## src/rtl/serial_sub_pkg.sv

```systemverilog
// -----------------------------------------------------------------------------
// serial_sub_pkg
// Shared types and defaults for the bit-serial subtractor.
//   sub_state_t : control FSM state encoding (IDLE, SHIFT, DONE)
//   DEF_WIDTH   : default operand / difference width in bits
// -----------------------------------------------------------------------------
package serial_sub_pkg;

   localparam int unsigned DEF_WIDTH = 4;

   typedef enum logic [1:0] {
      IDLE  = 2'd0,
      SHIFT = 2'd1,
      DONE  = 2'd2
   } sub_state_t;

endpackage : serial_sub_pkg

```

## src/rtl/full_subtractor.sv

```systemverilog
// -----------------------------------------------------------------------------
// full_subtractor
// One-bit combinational full subtractor: computes x - y - bi.
// This is the subtract-direction counterpart of the ripple-carry full-adder cell.
// Ports:
//   x  : minuend bit
//   y  : subtrahend bit
//   bi : borrow in
//   d  : difference bit
//   bo : borrow out
// -----------------------------------------------------------------------------
module full_subtractor (
   input  logic x,
   input  logic y,
   input  logic bi,
   output logic d,
   output logic bo
);

   assign d  = x ^ y ^ bi;
   // Borrow when x=0 and y=1, or when x==y and a borrow is already pending.
   assign bo = (~x & y) | (~(x ^ y) & bi);

endmodule : full_subtractor

```

## src/rtl/serial_subtractor.sv

```systemverilog
// -----------------------------------------------------------------------------
// serial_subtractor
// Bit-serial subtractor computing (a - b - bin) mod 2^WIDTH, one bit per clock,
// LSB first, with a start/busy/done handshake.
// Ports:
//   clk   : rising-edge clock
//   rst   : asynchronous active-high reset
//   start : request, sampled only while idle
//   a     : minuend, latched on start acceptance
//   b     : subtrahend, latched on start acceptance
//   bin   : borrow in, latched on start acceptance
//   diff  : difference, updated only on completion
//   bout  : borrow out (a < b + bin, unsigned), updated only on completion
//   busy  : high while bits are being processed (WIDTH cycles)
//   done  : one-cycle pulse when diff/bout hold a new result
// -----------------------------------------------------------------------------
module serial_subtractor
   import serial_sub_pkg::*;
#(
   parameter int unsigned WIDTH = DEF_WIDTH
) (
   input  logic             clk,
   input  logic             rst,
   input  logic             start,
   input  logic [WIDTH-1:0] a,
   input  logic [WIDTH-1:0] b,
   input  logic             bin,
   output logic [WIDTH-1:0] diff,
   output logic             bout,
   output logic             busy,
   output logic             done
);

   localparam int unsigned CNT_W = $clog2(WIDTH);

   sub_state_t       state_q, state_d;
   logic [CNT_W-1:0] cnt_q,   cnt_d;
   logic [WIDTH-1:0] a_q,     a_d;
   logic [WIDTH-1:0] b_q,     b_d;
   logic             br_q,    br_d;
   logic [WIDTH-1:0] res_q,   res_d;
   logic [WIDTH-1:0] diff_q,  diff_d;
   logic             bout_q,  bout_d;
   logic             busy_q,  busy_d;
   logic             done_q,  done_d;

   logic             fs_d;
   logic             fs_bo;
   logic [WIDTH-1:0] res_shift;

   // Single bit cell; always looks at the current LSB of the operand shifters.
   full_subtractor u_fs (
      .x  (a_q[0]),
      .y  (b_q[0]),
      .bi (br_q),
      .d  (fs_d),
      .bo (fs_bo)
   );

   // New difference bit enters at the MSB so that after WIDTH shifts bit 0 is the LSB.
   assign res_shift = {fs_d, res_q[WIDTH-1:1]};

   // State and datapath registers.
   always_ff @(posedge clk or posedge rst) begin
      if (rst) begin
         state_q <= IDLE;
         cnt_q   <= '0;
         a_q     <= '0;
         b_q     <= '0;
         br_q    <= 1'b0;
         res_q   <= '0;
         diff_q  <= '0;
         bout_q  <= 1'b0;
         busy_q  <= 1'b0;
         done_q  <= 1'b0;
      end else begin
         state_q <= state_d;
         cnt_q   <= cnt_d;
         a_q     <= a_d;
         b_q     <= b_d;
         br_q    <= br_d;
         res_q   <= res_d;
         diff_q  <= diff_d;
         bout_q  <= bout_d;
         busy_q  <= busy_d;
         done_q  <= done_d;
      end
   end

   // Next-state, datapath and registered-output logic.
   always_comb begin
      state_d = state_q;
      cnt_d   = cnt_q;
      a_d     = a_q;
      b_d     = b_q;
      br_d    = br_q;
      res_d   = res_q;
      diff_d  = diff_q;
      bout_d  = bout_q;

      case (state_q)
         IDLE: begin
            if (start) begin
               a_d     = a;
               b_d     = b;
               br_d    = bin;
               cnt_d   = '0;
               res_d   = '0;
               state_d = SHIFT;
            end
         end

         SHIFT: begin
            a_d   = {1'b0, a_q[WIDTH-1:1]};
            b_d   = {1'b0, b_q[WIDTH-1:1]};
            br_d  = fs_bo;
            res_d = res_shift;
            cnt_d = cnt_q + CNT_W'(1);
            // Last bit: publish the result on the same edge that enters DONE.
            if (cnt_q == CNT_W'(WIDTH - 1)) begin
               diff_d  = res_shift;
               bout_d  = fs_bo;
               state_d = DONE;
            end
         end

         DONE: begin
            state_d = IDLE;
         end

         default: begin
            state_d = IDLE;
         end
      endcase

      // Status flags are registered copies of the upcoming state.
      busy_d = (state_d == SHIFT);
      done_d = (state_d == DONE);
   end

   assign diff = diff_q;
   assign bout = bout_q;
   assign busy = busy_q;
   assign done = done_q;

endmodule : serial_subtractor

```

## config.mk

```make
export PLATFORM = sky130hd
export DESIGN_NAME = serial_subtractor
export DESIGN_NICKNAME = d
export VERILOG_FILES = /design/src/rtl/serial_sub_pkg.sv /design/src/rtl/full_subtractor.sv /design/src/rtl/serial_subtractor.sv
export SDC_FILE = /design/constraint.sdc
export NUM_CORES = 1
export LEC_CHECK = 0
export BUFFER_PORTS_ARGS = -buffer_cell sky130_fd_sc_hd__buf_2
export CAP_MARGIN = 5
export CORE_MARGIN = 4
export CORE_UTILIZATION = 32
export DETAILED_ROUTE_END_ITERATION = 7
export GPL_ROUTABILITY_DRIVEN = 0
export PLACE_DENSITY = 0.56
export REMOVE_ABC_BUFFERS = 1
export SLEW_MARGIN = 20
export SYNTH_ARGS = -nofsm -noshare
export SYNTH_HDL_FRONTEND = slang
export SYNTH_SLANG_ARGS = --single-unit
```

## constraint.sdc

```tcl
create_clock -name clk -period 1.5 [get_ports clk]
set_clock_uncertainty 0.2 [all_clocks]
set_input_delay 0.3 -clock clk [delete_from_list [all_inputs] [get_ports clk]]
set_output_delay 0.3 -clock clk [all_outputs]
set_load 0.005 [all_outputs]
```

Yosys cells after proc, flatten, opt, wreduce, memory -nomap -nowiden --
Cells that the tools add are included.
Word-level totals: bits in registers 24, output and inout port bits 7, input port bits 12
Cells by class: reductions and logical operators 4, eq/ne operators 5, mux-type cells 13, bitwise logic cells 7, $add $sub $neg 1
Operators with widths (count):
- $pmux W4 S2 | 3
- $mux W4 | 3
- $pmux W2 S2 | 2
- $mux W2 | 3
- $eq A2 B1 Y1 const B | 2
- $eq A2 B2 Y1 const B | 2
- $reduce_and A2 Y1 | 2
- $add A2 B1 Y2 const B | 1
- $and A1 B1 Y1 | 2
- $logic_not A2 Y1 | 1
- $ne A2 B2 Y1 const B | 1
- $not A1 Y1 | 2
- $pmux W1 S2 | 1
- $reduce_bool A2 Y1 | 1
- $xor A1 B1 Y1 | 2
- $mux W1 | 1
- $or A1 B1 Y1 | 1

Depth between registers and ports, before layout --
word-level depth 5, depth in mapped cells 5, mapped depth without buffers 4

By module --
Synthesis repeated with hierarchy kept, for this count alone.
Unflattened totals: cells, all modules 81, area, all modules 1058.5 µm²
Modules (own cells, without submodules):
- serial_subtractor | cells each 77, instances 1, area each 1027.2 µm²
- full_subtractor | cells each 4, instances 1, area each 31.3 µm²

Worst setup path before layout --
OpenSTA, ideal clock, no wires.
path type register to register, start point register b_q[0], end point register diff_q[3] (netlist: diff[3]), period minus slack after synthesis 1428 ps, setup time 125 ps, path slack 72 ps, arrival time 1103 ps, stages on the path, launching flop included 4, cell sequence dfrtp_1 -> inv_1 -> fa_1 -> mux2_2
Between the ends: word-level cells in the longest chain between the ends 2
RTL lines:
- start, declared | line serial_subtractor.sv:39 | logic [WIDTH-1:0] b_q, b_d;
- start signal, assigned | line serial_subtractor.sv:69 | b_q <= '0;
- start signal, assigned | line serial_subtractor.sv:80 | b_q <= b_d;
- $xor A1 B1 Y1 (2 in series) | line full_subtractor.sv:20 | assign d = x ^ y ^ bi;
- via fs_d | line serial_subtractor.sv:47 | logic fs_d;
- end signal, assigned | line serial_subtractor.sv:83 | diff_q <= diff_d;
- end, declared | line serial_subtractor.sv:42 | logic [WIDTH-1:0] diff_q, diff_d;
The timed path passes the listed nets, and every way through them passes these cells. A chain may end at the register's enable or synchronous reset.

Worst setup path in the final report --
Ends and elaborated chain as after synthesis.

==> metrics.cfg <==
[run_status]
status = finished with violations
violations = setup timing

[grt]
grt_pass1_vias = 765
grt_pass1_wl_um = 3550
grt-ovfl-total = 0
antenna_found_initial = 0
grt_max_degree = 24
grt.total_usage_pct = 10.6

[floorplanning]
core_area_mm2 = 0.00308
die_h_um = 65.1
floorplan.initialDensity_pct = 33.9
fp.dieW_um = 65.1
ios = 19
rows = 20
die_area_mm2 = 0.00424

[sta]
max_freq_mhz = 664
finalCritPeriodShare_pct = 100
hold_violations = 0
period_needed_ns = 1.51
timing.slew.headroom_pct = 80.8
setup_viol = 1
holdWs_ns = 0.0238
tightest_slew_ns = 0.288
rsz0062_at_grt = true
finalMaxSlewViolations = 0
fin_ws_ns = -0.00672

[cells_and_area]
layout_common_cells = 22 x dfrtp_1, 18 x buf_2, 9 x buf_4
finalInstanceArea_mm2 = 0.00128
layout-drive-gt1-share_pct = 41.6
layout_commonest_cell = dfrtp_1
final_util_pct = 41.5
nNetsFinal = 128
syn2layout_area_growth_pct = 22.2
layoutNonFillerInstCount = 157
diodes = 0
n_fill_cell = 318

[synth]
synth_seq_cells = 23
ys_warn_count = 0
avgSynthCellArea_um2 = 12.4
syn_inst = 84
yosys.area.top_type = dfrtp_1
async_reset_ff_share_pct = 100
ys_seq_area_share_pct = 55.1
yosysTopAreaCellShare_pct = 55.1
synth.cell_area_mm2 = 0.00104
ys_types = 30
yosys-top-cells-area = dfrtp_1 55%, mux2_2 4.3%, a22o_1 3.4%
synthFlopType = dfrtp_1
synth_edf_count = 0

[setup_path]
path_cells = inv_1, fa_1, mux2_2
cp_top_family = adder cells
arrival_ns = 1.52
crit_buf_inv = 1
critical_path.max_fanout = 2
slowest_stage = fa_1
end_kind = flop
cp.depth = 3
worstRegToRegCells = 3
slowest_delay_ns = 0.50
timing_worst_setup_path_type = flop to flop
worstSetupStartpointType = flop
crit_required_ns = 1.51

[routing]
viasPerCell = 4.75
ant_nets = 0
wl_per_cell_um = 13.2
drc = 0
first_pass_iters = 4
vias = 746
wl_um = 2070
drtIter0Drc = 14

[power_and_ir_drop]
seqPwrFrac_pct = 43.1
power.leakage_nw = 0.635
pwr_density_cell_mw_per_mm2 = 1980
p_clk_share_pct = 11.4
vdd_drop_max_mv = 1.16
combPwrFrac_pct = 45.5
power_mw = 2.53
power_switching_mw = 0.905
p_int_mw = 1.62
swShare_pct = 35.8

[clock_network]
cts_root_buf = clkbuf_4
cts.sinks = 23
cts_tree = yes
clkTransAtPathRegs_ns = 0.13
cts_buffer_depth = 2
htree_levels = 1
insertion_delay_ns = 0.31
cts-buffers-inserted = 3

[placement]
dp_hpwl_um = 1490
io_buffers = 18
dp_cells = 149
place_area_mm2 = 0.00120

[worst_hold_path]
hold_class = input port to flop
worstHoldPathCells = 3

[run]
max-cap-violations = 0

==> registers in the layout (all words and copies together) (netlist names) <==
| name | cells |
|---|---|
| cnt_q | 2 |
| b_q | 4 |
| res_q | 3 |
| bout | 1 |
| state_q | 2 |
| busy | 1 |
| diff | 4 |
| done | 1 |
| a_q | 4 |
| br_q | 1 |
==> kinds of logic (layout without fill, tap and decap cells) <==
family	Yosys count	in the layout	synth area share, %
fa+ha+maj	2	2	3.11
simple gates	20	20	14.6
mux	4	4	4.31
buf+inv	12	41	6.59
flops	23	23	55.1
compound gates	23	23	16.3
==> synth_stat cells (2+ instances only) <==
master	n
dfrtp_1	23
inv_1	8
a21oi_1	6
nand2_1	5
a22o_1	4
mux2_2	4
o21ai_0	4
nand3b_1	2
nor2_2	2
nor2b_1	2
nor3b_2	2
nor4bb_1	2
o221a_2	2
o22a_1	2
==> layer usage <==
metal  GRT usage, %  wire length, um
met1           13.9              970
met2           17.1              935
met3           3.76              154
met4           2.07                8
met5              0                0
==> cell type report <==
cell class                 instances  area [um^2]  share of cell area [%]
sequential                        23          577                    45.2
multi-input combinational         49          414                    32.5
timing repair buffer              29          173                    13.5
tap                               44         55.1                    4.31
inverter                           8         30.0                    2.35
clock buffer                       3         22.5                    1.76
clock inverter                     1         5.00                   0.392
==> worst register-to-register path, stage by stage (launching register included) <==
cell	delay, ns
dfrtp_1	0.37
inv_1	0.07
fa_1	0.50
mux2_2	0.27
==> final timing paths <==
kind | start | end | slack (ns)
setup / recovery | b_q[0]$_DFFE_PP0P_ | diff[3]$_DFFE_PP0P_ | -0.007
max in group asynchronous | rst | state_q[0]$_DFF_PP0_ | 0.51
setup reg to reg | b_q[0]$_DFFE_PP0P_ | diff[3]$_DFFE_PP0P_ | -0.007
hold reg to reg | bout$_DFFE_PP0P_ | bout$_DFFE_PP0P_ | 0.30
min in group asynchronous | rst | res_q[2]$_DFFE_PP0P_ | 0.35
hold / removal | b[3] | b_q[3]$_DFFE_PP0P_ | 0.02
==> power by group through the flow <==
stage | sequential, mW | clock [mW] | combinational, mW
2_1_floorplan | 1.11 | 0 | 0.665
3_3_place_gp | 1.10 | 0 | 1.03
3_5_place_dp | 1.11 | 0 | 1.07
4_1_cts | 1.09 | 0.303 | 1.10
5_1_grt | 1.13 | 0.323 | 1.28
6_report | 1.09 | 0.288 | 1.15
==> through the flow <==
step	setup slack (ns)	setup TNS (ns)
2_1_floorplan	0.0438	0
3_3_place_gp	0.0364	0
3_5_place_dp	0.0110	0
4_1_cts	0.00310	0
5_1_grt	-0.0376	-0.0376
6_report	-0.00672	-0.00672
==> what timing repair did <==
action	in CTS	in global routing
gates cloned	0	0
setup buffers	1	2
hold endpoints to repair	23	0
hold buffers	1	0
endpoints found under the setup margin	1	17
gates resized for setup	0	3
pin swaps	1	1
(Power assumes the default switching activity.)
